**src/rtl/serial_tx_scheduler.sv**
```systemverilog
// serial_tx_scheduler: shares one 7-bit serial transmitter between NREQ requesters.
// Round-robin arbitration at message granularity: an owner keeps the transmitter until
// its last char has gone out, or until it stalls mid-message past STALL_CYCLES.
module serial_tx_scheduler #(
    parameter int unsigned NREQ         = 2,
    parameter int unsigned PTR_W        = 1,
    parameter logic [15:0] STALL_CYCLES = 16'd50000
) (
    input  logic              clk,
    input  logic              rst,
    input  logic [NREQ-1:0]   req_valid,
    input  logic [7*NREQ-1:0] req_char,
    input  logic [NREQ-1:0]   req_last,
    output logic [NREQ-1:0]   req_ready,
    output logic [NREQ-1:0]   grant,
    output logic [6:0]        ser_char,
    output logic              ser_send,
    input  logic              ser_busy,
    output logic              stall_abort
);

    typedef enum logic [1:0] {
        StArb,
        StIssue,
        StWaitBusy,
        StWaitIdle
    } state_e;

    state_e            state_q, state_d;
    logic [PTR_W-1:0]  owner_q, owner_d;
    logic [PTR_W-1:0]  rr_ptr_q, rr_ptr_d;
    logic              last_q, last_d;
    logic [15:0]       stall_cnt_q, stall_cnt_d;
    logic [NREQ-1:0]   grant_q, grant_d;
    logic [NREQ-1:0]   req_ready_q, req_ready_d;
    logic [6:0]        ser_char_q, ser_char_d;
    logic              ser_send_q, ser_send_d;
    logic              stall_abort_q, stall_abort_d;

    logic [6:0]        chars [NREQ];

    // Owner index + 1, wrapping at NREQ (not at 2**PTR_W).
    function automatic logic [PTR_W-1:0] ptr_inc(input logic [PTR_W-1:0] p);
        if (p == PTR_W'(NREQ - 1)) begin
            return '0;
        end
        return p + PTR_W'(1);
    endfunction

    // First valid requester found searching from start upwards, modulo NREQ.
    function automatic logic [PTR_W-1:0] rr_pick(input logic [NREQ-1:0]  v,
                                                 input logic [PTR_W-1:0] start);
        logic [PTR_W-1:0] cand;
        logic [PTR_W-1:0] pick;
        logic             found;
        cand  = start;
        pick  = start;
        found = 1'b0;
        for (int j = 0; j < int'(NREQ); j++) begin
            if (!found && v[cand]) begin
                pick  = cand;
                found = 1'b1;
            end
            cand = ptr_inc(cand);
        end
        return pick;
    endfunction

    function automatic logic [NREQ-1:0] onehot(input logic [PTR_W-1:0] p);
        logic [NREQ-1:0] r;
        r    = '0;
        r[p] = 1'b1;
        return r;
    endfunction

    // Unpack the flat char bus into one entry per requester.
    always_comb begin
        for (int i = 0; i < int'(NREQ); i++) begin
            chars[i] = req_char[7*i +: 7];
        end
    end

    // Next-state and next-output logic of the arbitration/sequencing FSM.
    always_comb begin
        state_d       = state_q;
        owner_d       = owner_q;
        rr_ptr_d      = rr_ptr_q;
        last_d        = last_q;
        stall_cnt_d   = stall_cnt_q;
        grant_d       = grant_q;
        ser_char_d    = ser_char_q;
        req_ready_d   = '0;
        ser_send_d    = 1'b0;
        stall_abort_d = 1'b0;

        unique case (state_q)
            StArb: begin
                stall_cnt_d = '0;
                if (|req_valid) begin
                    owner_d = rr_pick(req_valid, rr_ptr_q);
                    grant_d = onehot(owner_d);
                    state_d = StIssue;
                end else begin
                    grant_d = '0;
                end
            end
            StIssue: begin
                if (req_valid[owner_q]) begin
                    // A valid owner waiting on a busy transmitter is not stalling.
                    if (!ser_busy) begin
                        ser_char_d  = chars[owner_q];
                        ser_send_d  = 1'b1;
                        req_ready_d = onehot(owner_q);
                        last_d      = req_last[owner_q];
                        stall_cnt_d = '0;
                        state_d     = StWaitBusy;
                    end
                end else if (stall_cnt_q >= STALL_CYCLES - 16'd1) begin
                    stall_abort_d = 1'b1;
                    grant_d       = '0;
                    rr_ptr_d      = ptr_inc(owner_q);
                    stall_cnt_d   = '0;
                    state_d       = StArb;
                end else begin
                    stall_cnt_d = stall_cnt_q + 16'd1;
                end
            end
            StWaitBusy: begin
                if (ser_busy) begin
                    state_d = StWaitIdle;
                end
            end
            StWaitIdle: begin
                if (!ser_busy) begin
                    if (last_q) begin
                        grant_d  = '0;
                        rr_ptr_d = ptr_inc(owner_q);
                        state_d  = StArb;
                    end else begin
                        state_d = StIssue;
                    end
                end
            end
            default: begin
                state_d = StArb;
            end
        endcase
    end

    // State and registered outputs; reset abandons any message in flight.
    always_ff @(posedge clk or posedge rst) begin
        if (rst) begin
            state_q       <= StArb;
            owner_q       <= '0;
            rr_ptr_q      <= '0;
            last_q        <= 1'b0;
            stall_cnt_q   <= '0;
            grant_q       <= '0;
            req_ready_q   <= '0;
            ser_char_q    <= '0;
            ser_send_q    <= 1'b0;
            stall_abort_q <= 1'b0;
        end else begin
            state_q       <= state_d;
            owner_q       <= owner_d;
            rr_ptr_q      <= rr_ptr_d;
            last_q        <= last_d;
            stall_cnt_q   <= stall_cnt_d;
            grant_q       <= grant_d;
            req_ready_q   <= req_ready_d;
            ser_char_q    <= ser_char_d;
            ser_send_q    <= ser_send_d;
            stall_abort_q <= stall_abort_d;
        end
    end

    assign grant       = grant_q;
    assign req_ready   = req_ready_q;
    assign ser_char    = ser_char_q;
    assign ser_send    = ser_send_q;
    assign stall_abort = stall_abort_q;

endmodule

```
**config.mk**
```make
export PLATFORM = sky130hd
export DESIGN_NAME = serial_tx_scheduler
export DESIGN_NICKNAME = d
export VERILOG_FILES = /design/src/rtl/serial_tx_scheduler.sv
export SDC_FILE = /design/constraint.sdc
export NUM_CORES = 1
export LEC_CHECK = 0
export BUFFER_PORTS_ARGS = -buffer_cell sky130_fd_sc_hd__buf_2
export CORE_MARGIN = 8
export CORE_UTILIZATION = 40
export DETAILED_ROUTE_END_ITERATION = 16
export GPL_ROUTABILITY_DRIVEN = 0
export GPL_TIMING_DRIVEN = 0
export MAX_ROUTING_LAYER = met4
export PLACE_DENSITY = 0.6
export SYNTH_ARGS = -nofsm -noshare
export SYNTH_HDL_FRONTEND = slang
export SYNTH_SLANG_ARGS = --single-unit
```
**constraint.sdc**
```tcl
create_clock -name clk -period 3.25 [get_ports clk]
set_input_delay 0.65 -clock clk [delete_from_list [all_inputs] [get_ports clk]]
set_output_delay 0.65 -clock clk [all_outputs]
set_load 0.02 [all_outputs]
```
# Yosys cells after proc, flatten, opt, wreduce, memory -nomap -nowiden
# Cells that the tools add are included.
# totals
rom_bits	0
mem_count	0
latchBits	0
mem_bits_rw	0
register_bits	34
out_inout_bits	13
# op_classes
eq_ne	11
div	0
multipliers	0
shift	0
n_mux	69
n_addsub	3
n_bitwise	2
n_reduce_logical	15
order_cmp	8
# ops
op	n
16-bit two-way mux	3
1-bit two-way mux	44
16-bit one-hot mux with 2 select lines	1
2-bit two-way mux	13
7-bit two-way mux	3
16-bit by 1-bit adder with 16-bit output, second input constant	1
16-bit >= comparator, second input constant	1
5-bit AND reduction	3
2-bit != test, second input constant	6
1-bit by 2-bit < comparator with 1-bit output, second input constant	4
2-bit one-hot mux with 4 select lines	1
3-bit != test, second input constant	2
2-bit one-hot mux with 3 select lines	1
2-bit equality test, second input constant	2
2-bit AND reduction	2
2-bit nonzero test	2
1-bit logical AND	3
3-bit AND reduction	1
3-bit nonzero test	1
1-bit adder, second input constant	2
1-bit demux with 1-bit select	2
2-bit by 1-bit equality test with 1-bit output, second input constant	1
1-bit >= comparator, second input constant	2
2-bit >= comparator, second input constant	1
6 further kinds	6

# Depth between registers and ports, before layout
# Gate-level depths: netlist (run 1).
# logic_depth
depth_word	18
depth_mapped	6
ltp_nobuf	5

# Worst setup path after synthesis (run 1)
# No wires, ideal clock.
# synth_timing
kind	input -> register
from	input ser_busy
to	register stall_cnt_q[10]
cell_stages	5
required_ns	3.171
setup_slack_ns	1.410
path_buffers	1
t_arrival_ns	1.760
cell_sequence	clkbuf_1 -> nand2_1 -> o21ai_0 -> a21oi_1 -> a21oi_1
# synth_via
elab_chain_cells	2
# synth_lines
item	line	source
start: declaration	18	input logic ser_busy,
3-bit != test (no source line)	--	
2-bit AND reduction (no source line)	--	
end signal: assignment	168	stall_cnt_q <= stall_cnt_d;
end: declaration	33	logic [15:0] stall_cnt_q, stall_cnt_d;
# Every way passes these cells.
# A chain may end at the register's enable or synchronous reset.

# Worst setup path after layout (run 1)
# layout_timing
from	input ser_busy
to	register stall_cnt_q[7]
# Same word-level chain as after synthesis.

==> results.toml, run 1 <==
[synthesis]
syn_area_per_cell_sq_um = 9.61
synth_common_cells = "dfrtp_1 (34), a21oi_1 (23), nor2_1 (15)"
synth_area_leaders = "dfrtp_1 (47%), a21oi_1 (6.3%), mux2i_1 (5.0%)"
yosys.area.top_type = "dfrtp_1"
yosysMostFrequentCell = "dfrtp_1"
synth.distinct_cells = 44
syn_area_sq_mm = 0.00182
synth.top_cell.area_share_pct = 46.8
synth_fp_nets = 211
synth-seq-cells = 34
synth_async_sr_flop_share_pct = 100
synth_edf_count = 0
syn_inst = 189
synth-seq-area-share_pct = 46.8
synthFlopType = "dfrtp_1"
yosys_warnings = 0

[routing]
avgRoutedWirePerCell_um = 15.2
drc = 0
drt_iter0_drc = 115
ant_nets = 0
first_pass_iters = 4
vias_per_cell = 5.50
drt-total-wl_um = 4280
via_count = 1552

[grt]
grt_antenna_before_repair = 0
met1_usage_pct = 16.3
grt_busiest_layer = "met2"
grt-ovfl-total = 0
grt_max_degree = 35
grt_pass1_wl_um = 7130
grt_use_met3_pct = 3.13
grt_use_met2_pct = 17.8
grt.total_usage_pct = 12.6
grt_pass1_vias = 1495

[final_layout]
layout-drive-gt1-share_pct = 22.6
n_fill_cell = 393
n_antenna_cell = 0
fin_nets = 251
final_cell_count_no_fill = 282
regArea_sq_um = 851
finalInstanceArea_sq_mm = 0.00216
multi_input_area_sq_um = 883
area_growth_pct = 18.9

[timing]
drv_slew = 0
hold_viol = 0
fin_skew_ns = 0.00752
post-route-min-period_ns = 2.12
worst_slew_pin_slew_ns = 0.842
setup_tns_ns = 0
slew_headroom_pct = 43.2
finalSetupViolCount = 0
fin_crit_sh_pct = 65.4
rsz0062_at_grt = "no"
fmax_mhz = 471

[critical_path]
crit_fanout = 9
r2r_cells = 5
r2r_slack_ns = 1.18
cp_slowest_cell = "o21ai_0"
cp_top_family = "compound AO/OA/AOI/OAI gates"
cpMostUsedCell = "a21oi_1"
crit_buf_inv = 1
required_ns = 3.46
worstReg2RegStart = "owner_q"
cp-start-kind = "primary input"
reg2reg_to = "stall_cnt_q[7]"
cp_slowest_stage_delay_ns = 0.69
cp-end-kind = "register"
cp_data_arrival_time_ns = 2.34
path_class = "primary input to register"
crit_chain = "clkbuf_1 > nand2_1 > o21ai_0 > a21oi_1 > a21oi_1"

[power_and_ir_drop]
p_leak_uw = 0.000928
p_per_area_mw_per_mm2 = 734
peakVddDrop_mv = 0.362

[die]
fp.dieW_um = 83.4
ios = 34
rows = 24
start_util_pct = 41.7
fp.dieH_um = 83.4
dieArea_sq_mm = 0.00695
core_sq_mm = 0.00435

[place]
port_buffers = 32
placed_cell_area_sq_mm = 0.00204
post-place-cells = 273
dp_hpwl_um = 3040

[clock_network]
numCtsBuffers = 5
clkSinkCount = 34
clkLatencyLatePin_ns = 0.30
postCtsHoldBufs = 0
ctsResizeCount = 0
clk_pin_slew_ns = 0.07
cts_tree = "built"
clock_path_buffers = 2
cts-root-buf = "clkbuf_8"
htree_levels = 2
postCtsSetupBuffers = 0

[min_path]
hp-class = "primary input to asynchronous set/reset pin"

[run_status]
status = "finished, final reports clean"

[flow_run]
max_cap_viol_count = 0
-- metrics by stage --
step	setup WS (ns)	total power, uW	hold WS [ns]	util, %
floorplan	1.41	1080	0.472	-
finish	1.13	1590	0.360	49.6
global placement	0.885	1260	0.499	46.9
global route	0.962	1700	0.390	49.6
detailed placement	0.800	1270	0.514	46.9
CTS	1.10	1600	0.523	49.0
-- per-layer routing --
layer,share of wire [%],vias to the layer above,wire length [um]
met5,0,-,0
met1,50,723,2130
met4,2.1,0,91
li1,-,787,-
met2,44,34,1900
met3,3.6,8,153
-- placed cells by master, fill, tap and decap left out, types with 3 or more instances in the layout --
| cell | Yosys | routed |
|---|---|---|
| o31ai_1 | 5 | 5 |
| mux2i_1 | 9 | 9 |
| nor2_1 | 15 | 15 |
| clkbuf_8 | 0 | 6 |
| a31oi_1 | 6 | 6 |
| clkbuf_1 | 5 | 6 |
| o21ai_0 | 8 | 8 |
| nor3_1 | 3 | 3 |
| nand2_1 | 14 | 14 |
| dfrtp_1 | 34 | 34 |
| or4_1 | 5 | 5 |
| nand3_1 | 6 | 6 |
| a21oi_1 | 23 | 23 |
| inv_1 | 8 | 7 |
| and2_1 | 3 | 3 |
| buf_2 | 3 | 35 |
-- sequential cells by signal, indices dropped and copies added (netlist names), named ones only --
signal,cells
stall_cnt_q,16
grant,2
stall_abort,1
ser_send,1
rr_ptr_q,1
owner_q,1
ser_char,7
state_q,1
req_ready,2
last_q,1
-- final cells by class --
| class | instances | area share [%] |
|---|---|---|
| multi-input cells | 137 | 40.9 |
| flip-flops and latches | 34 | 39.4 |
| repair buffers | 33 | 8.69 |
| clock buffers | 7 | 4.00 |
| well taps | 52 | 3.01 |
| plain buffers | 10 | 2.43 |
| inverters | 8 | 1.39 |
| clock inverters | 1 | 0.232 |
-- kinds of logic after synthesis --
family	share of synthesized area, %
flip-flops	46.8
AO/OA/AOI/OAI	21.8
buffers and inverters	4.55
adder cells (fa/ha/maj)	0.689
multiplexers	6.82
AND/OR/NAND/NOR	19.4
-- where the power goes --
part | switching [uW] | internal [uW] | total (uW)
registers | 64.5 | 531 | 595
logic | 417 | 244 | 662
clock network | 159 | 171 | 330
total | 640 | 946 | 1590
-- worst max path at each step --
stage / cells after the start / from / to / slack (ns)
5_1_grt: 5 / ser_busy / stall_cnt_q[9] / 0.96
3_3_place_gp: 5 / ser_busy / stall_cnt_q[9] / 0.88
6_report: 5 / ser_busy / stall_cnt_q[7] / 1.13
3_5_place_dp: 5 / ser_busy / stall_cnt_q[7] / 0.80
2_1_floorplan: 5 / ser_busy / stall_cnt_q[10] / 1.41
4_1_cts: 5 / ser_busy / stall_cnt_q[7] / 1.10
Power figures use the tool's default switching activity.
==> run 2: changes to the inputs <==
- clock period: 3.25 -> 2 ns (I/O delays scaled with it)
==> run 2 against run 1 <==
  * Sequential cell count unchanged
  * Sequential power up 63%
  * Non-clock buffer count unchanged
  * Design area up 0.35%
  * Global-route usage unchanged
  * Total power up 63%
  * Core utilization up 0.17 points
  * Critical path type is now register to register
  * Hold slack worse by 0.25 ns
  * Wire length down 0.33%
==> results.toml, run 2 (synthesized netlist as in run 1, its figures left out) <==
[run_status]
status = "finished, final reports clean"

[timing]
fin_skew_ns = 0.00753
drv_slew = 0
hold_viol = 0
slew_headroom_pct = 52.1
post-route-min-period_ns = 1.92
finalSetupViolCount = 0
rsz0062_at_grt = "yes"
holdWs_ns = 0.110
fmax_mhz = 522
worst_slew_pin_slew_ns = 0.715
fin_crit_sh_pct = 95.8

[flow_run]
max_cap_viol_count = 0

[routing]
first_pass_iters = 4
drt-total-wl_um = 4260
via_count = 1551
vias_per_cell = 5.50
drc = 0
drt_iter0_drc = 140
avgRoutedWirePerCell_um = 15.1
ant_nets = 0

[clock_network]
clkLatencyLatePin_ns = 0.30
postCtsSetupBuffers = 0
clkSinkCount = 34
cts-root-buf = "clkbuf_8"
postCtsHoldBufs = 0
cts_tree = "built"
clock_path_buffers = 2
htree_levels = 2
numCtsBuffers = 5
clk_pin_slew_ns = 0.07

[critical_path]
startpoint = "stall_cnt_q[0]"
cp_slowest_stage_delay_ns = 0.47
cp_slowest_cell = "a2111o_1"
crit_end = "rr_ptr_q"
crit_fanout = 5
crit_chain = "ha_2 > nand3_1 > a2111o_1 > a311oi_1 > mux2i_1"
required_ns = 2.22
reg2reg_to = "rr_ptr_q"
cp_data_arrival_time_ns = 2.14
path_class = "register to register"
cp-start-kind = "register"
r2r_slack_ns = 0.08
cp-end-kind = "register"
r2r_cells = 5
worstReg2RegStart = "stall_cnt_q[0]"

[final_layout]
n_antenna_cell = 0
final_util_pct = 49.8
mostFrequentLayoutCell = "buf_2"
final_cell_count_no_fill = 282
top_register = "stall_cnt_q"
final_cell_mix = "buf_2 (36), dfrtp_1 (34), a21oi_1 (22)"
n_fill_cell = 391
area_growth_pct = 19.4
regArea_sq_um = 851
finalInstanceArea_sq_mm = 0.00217
fin_nets = 251
multi_input_area_sq_um = 890
largest_reg_flops = 16
layout-drive-gt1-share_pct = 23.9

[die]
dieArea_sq_mm = 0.00695
core_sq_mm = 0.00435
ios = 34
fp.dieW_um = 83.4
start_util_pct = 41.7
fp.dieH_um = 83.4
rows = 24

[min_path]
hp-class = "primary input to asynchronous set/reset pin"

[grt]
grt_antenna_before_repair = 0
grt_pass1_vias = 1495
grt.total_usage_pct = 12.6
grt-ovfl-total = 0
grt_pass1_wl_um = 7130
grt_max_degree = 35

[power_and_ir_drop]
peakVddDrop_mv = 0.587
p_per_area_mw_per_mm2 = 1190
p_leak_uw = 0.000927

[place]
post-place-cells = 273
port_buffers = 32
dp_hpwl_um = 3040
placed_cell_area_sq_mm = 0.00204
-- run 2: cell count changes in the layout (fill, tap and decap cells not counted) --
cell | previous run | this run
o21ai_0 | 8 | 7
ha_2 | 0 | 1
a21oi_1 | 23 | 22
a21oi_2 | 0 | 1
o21ai_1 | 0 | 1
buf_2 | 35 | 36
ha_1 | 1 | 0
clkbuf_1 | 6 | 5
-- run 2: power breakdown --
group	total (uW)	internal (uW)	switching (uW)
Combinational	1090	402	683
Sequential	967	863	105
Clock	536	278	258
-- run 2: how the worst min path moves through the flow --
stage	slack, ns	start	end
2_1_floorplan	0.47	stall_cnt_q[12]	stall_cnt_q[12]
3_3_place_gp	0.50	ser_char[2]	ser_char[2]
3_5_place_dp	0.51	stall_cnt_q[12]	stall_cnt_q[12]
4_1_cts	0.40	req_valid[1]	req_ready[1]
5_1_grt	0.14	rst	stall_cnt_q[2]
6_report	0.11	rst	stall_cnt_q[3]
-- run 2: per-stage QoR --
step | total power [uW] | setup WS, ns | setup TNS [ns]
floorplan | 1750 | 0.287 | 0
global placement | 2050 | -0.115 | -0.721
detailed placement | 2060 | -0.200 | -1.28
CTS | 2600 | 0.0222 | 0
global route | 2780 | -0.0430 | -0.0684
finish | 2590 | 0.0835 | 0
-- run 2: per-layer routing --
layer / up-vias / wire [um] / global-route usage, %
met5: - / 0 / -
met4: 0 / 92 / 6.23
met3: 8 / 130 / 3.13
met2: 25 / 1910 / 17.8
met1: 731 / 2130 / 16.3
li1: 787 / - / -
-- run 2: repair_timing --
| action | in CTS | in global routing |
|---|---|---|
| endpoints found under the setup margin | 7 | 9 |
| endpoints found under the hold margin | 0 | 0 |
| gates resized for setup | 2 | 4 |
| pin swaps | 0 | 0 |
-- run 2: critical path, delay by kind of cell (launching register included) --
family                     cells  cell delay, ns
AOI/OAI and AO/OA              2            0.86
DFF                            1            0.41
adders and majority gates      1            0.23
muxes                          1            0.21
and+or+nand+nor                1            0.13
-- run 2: area by class of cell --
class / count / share of cell area, %
tap: 52 / 3.00
multi-input combinational: 137 / 41.0
sequential: 34 / 39.2
clock buffer: 7 / 3.98
buffer: 10 / 2.48
clock inverter: 1 / 0.231
timing repair buffer: 33 / 8.66
inverter: 8 / 1.38
==> run 3: changes to the inputs <==
--- a/config.mk
+++ b/config.mk
@@ -14,3 +14,3 @@
 export MAX_ROUTING_LAYER = met4
-export PLACE_DENSITY = 0.6
+export PLACE_DENSITY_LB_ADDON = 0.3
 export SYNTH_ARGS = -nofsm -noshare
==> constraint.sdc (replaced) <==
create_clock -name clk -period 2 [get_ports clk]
set_input_delay 0.1 -clock clk [delete_from_list [all_inputs] [get_ports clk]]
set_output_delay 0.1 -clock clk [all_outputs]
set_load 0.02 [all_outputs]
==> run 3 against run 2 <==
  * Critical path type unchanged
  * Non-clock buffer count is 2 higher
  * Worst setup slack gained 0.013 ns
  * Global-route usage rose by 0.41 points
  * Total power rose by 5.7%
  * Sequential power grew 1%
  * Largest power group unchanged
  * Final cell count up 0.71%
==> results.toml, run 3 (synthesized netlist as in run 1, its figures left out) <==
[run_status]
status = "finished, final reports clean"

[timing]
setup_tns_ns = 0
fin_skew_ns = 0.00584
fmax_mhz = 525
finalSetupViolCount = 0
fin_crit_sh_pct = 95.2
slew_headroom_pct = 53.4
rsz0062_at_grt = "no"
drv_slew = 0
post-route-min-period_ns = 1.90
hold_viol = 0
worst_slew_pin_slew_ns = 0.699

[place]
placed_cell_area_sq_mm = 0.00204
post-place-cells = 273
port_buffers = 32
dp_hpwl_um = 3160

[final_layout]
fin_nets = 253
finalInstanceArea_sq_mm = 0.00222
mostFrequentLayoutCell = "buf_2"
final_cell_mix = "buf_2 (36), dfrtp_1 (34), a21oi_1 (21)"
top_register = "stall_cnt_q"
largest_reg_flops = 16
area_growth_pct = 22.0
layout-drive-gt1-share_pct = 26.3
final_cell_count_no_fill = 284
n_antenna_cell = 0

[critical_path]
path_class = "register to register"
crit_fanout = 5
r2r_cells = 5
cp_data_arrival_time_ns = 2.11
cp-start-kind = "register"
cp-end-kind = "register"
required_ns = 2.20

[die]
dieArea_sq_mm = 0.00695
rows = 24
fp.dieH_um = 83.4
fp.dieW_um = 83.4
ios = 34
start_util_pct = 41.7
core_sq_mm = 0.00435

[grt]
grt_antenna_before_repair = 0
grt_pass1_vias = 1570
grt-ovfl-total = 0
grt_max_degree = 35
grt.total_usage_pct = 13.0
grt_pass1_wl_um = 7250

[power_and_ir_drop]
clkPwrFrac_pct = 22.7
p_switching_uw = 1080
p_leak_uw = 0.000946
power_frac_comb_pct = 41.6
p_per_area_mw_per_mm2 = 1230
peakVddDrop_mv = 0.565
p_int_uw = 1660
seqPwrFrac_pct = 35.7
switching_share_pct = 39.4

[clock_network]
numCtsBuffers = 5
clock_path_buffers = 2
clkLatencyLatePin_ns = 0.29
clk_pin_slew_ns = 0.07
cts_tree = "built"
clkSinkCount = 34
htree_levels = 2
cts-root-buf = "clkbuf_8"

[routing]
drt_iter0_drc = 107
drt-total-wl_um = 4340
avgRoutedWirePerCell_um = 15.3
vias_per_cell = 5.67
drc = 0
ant_nets = 0
via_count = 1609
first_pass_iters = 4

[flow_run]
max_cap_viol_count = 0

[min_path]
hp-class = "primary input to register"
hold_depth = 3
run 3: power groups by stage:
stage	combinational (uW)	sequential (uW)	clock (uW)
2_1_floorplan	664	1090	0
3_3_place_gp	1060	977	0
3_5_place_dp	1080	986	0
4_1_cts	1080	974	636
5_1_grt	1260	1000	681
6_report	1140	977	622
run 3: timing repair:
item	4_1_cts	5_1_grt
endpoints found under the setup margin	1	21
gates resized for setup	1	9
hold buffers	0	1
hold endpoints to repair	0	34
pin swaps	0	3
buffers inserted	0	2
run 3: area by class of cell:
cell class | count | area [sq um]
Tap cell | 52 | 65.1
Inverter | 8 | 30.0
Buffer | 10 | 53.8
Clock inverter | 3 | 40.0
Timing Repair Buffer | 35 | 185
Clock buffer | 5 | 68.8
Sequential cell | 34 | 851
Multi-Input combinational cell | 137 | 922
Fill cell | 406 | 2140
run 3: layer usage:
layer | vias up | GRT usage [%] | share of wire (%)
li1 | 788 | - | -
met1 | 783 | 15.6 | 46
met2 | 36 | 19.9 | 50
met3 | 2 | 2.44 | 3.3
met4 | 0 | 7.83 | 1.3
met5 | - | - | 0
run 3: path summary, 6_finish.rpt:
kind	from	to	slack, ns
max	stall_cnt_q[1]	rr_ptr_q	0.1
min	req_char[9]	ser_char[2]	0.11
max reg2reg	stall_cnt_q[1]	rr_ptr_q	0.1
min reg2reg	stall_cnt_q[12]	stall_cnt_q[12]	0.52
max in group asynchronous	rst	stall_abort	1.09
min in group asynchronous	rst	stall_cnt_q[6]	0.46
run 3: critical path, cell delays in order, from the launching register on:
cell,delay (ns)
dfrtp_1,0.43
ha_4,0.18
nand3_1,0.12
a2111o_1,0.51
a311oi_2,0.36
mux2i_1,0.22
run 3: per-stage QoR:
stage | total power, uW | hold WS (ns) | setup WS (ns) | utilization [%]
finish | 2740 | 0.112 | 0.0967 | 50.9
global route | 2940 | 0.118 | 0.0105 | 50.9
CTS | 2690 | 0.105 | 0.0154 | 49.4
detailed placement | 2070 | 0.413 | 0.00934 | 46.9
global placement | 2040 | 0.393 | 0.00131 | 46.9
floorplan | 1750 | 0.227 | 0.287 | -
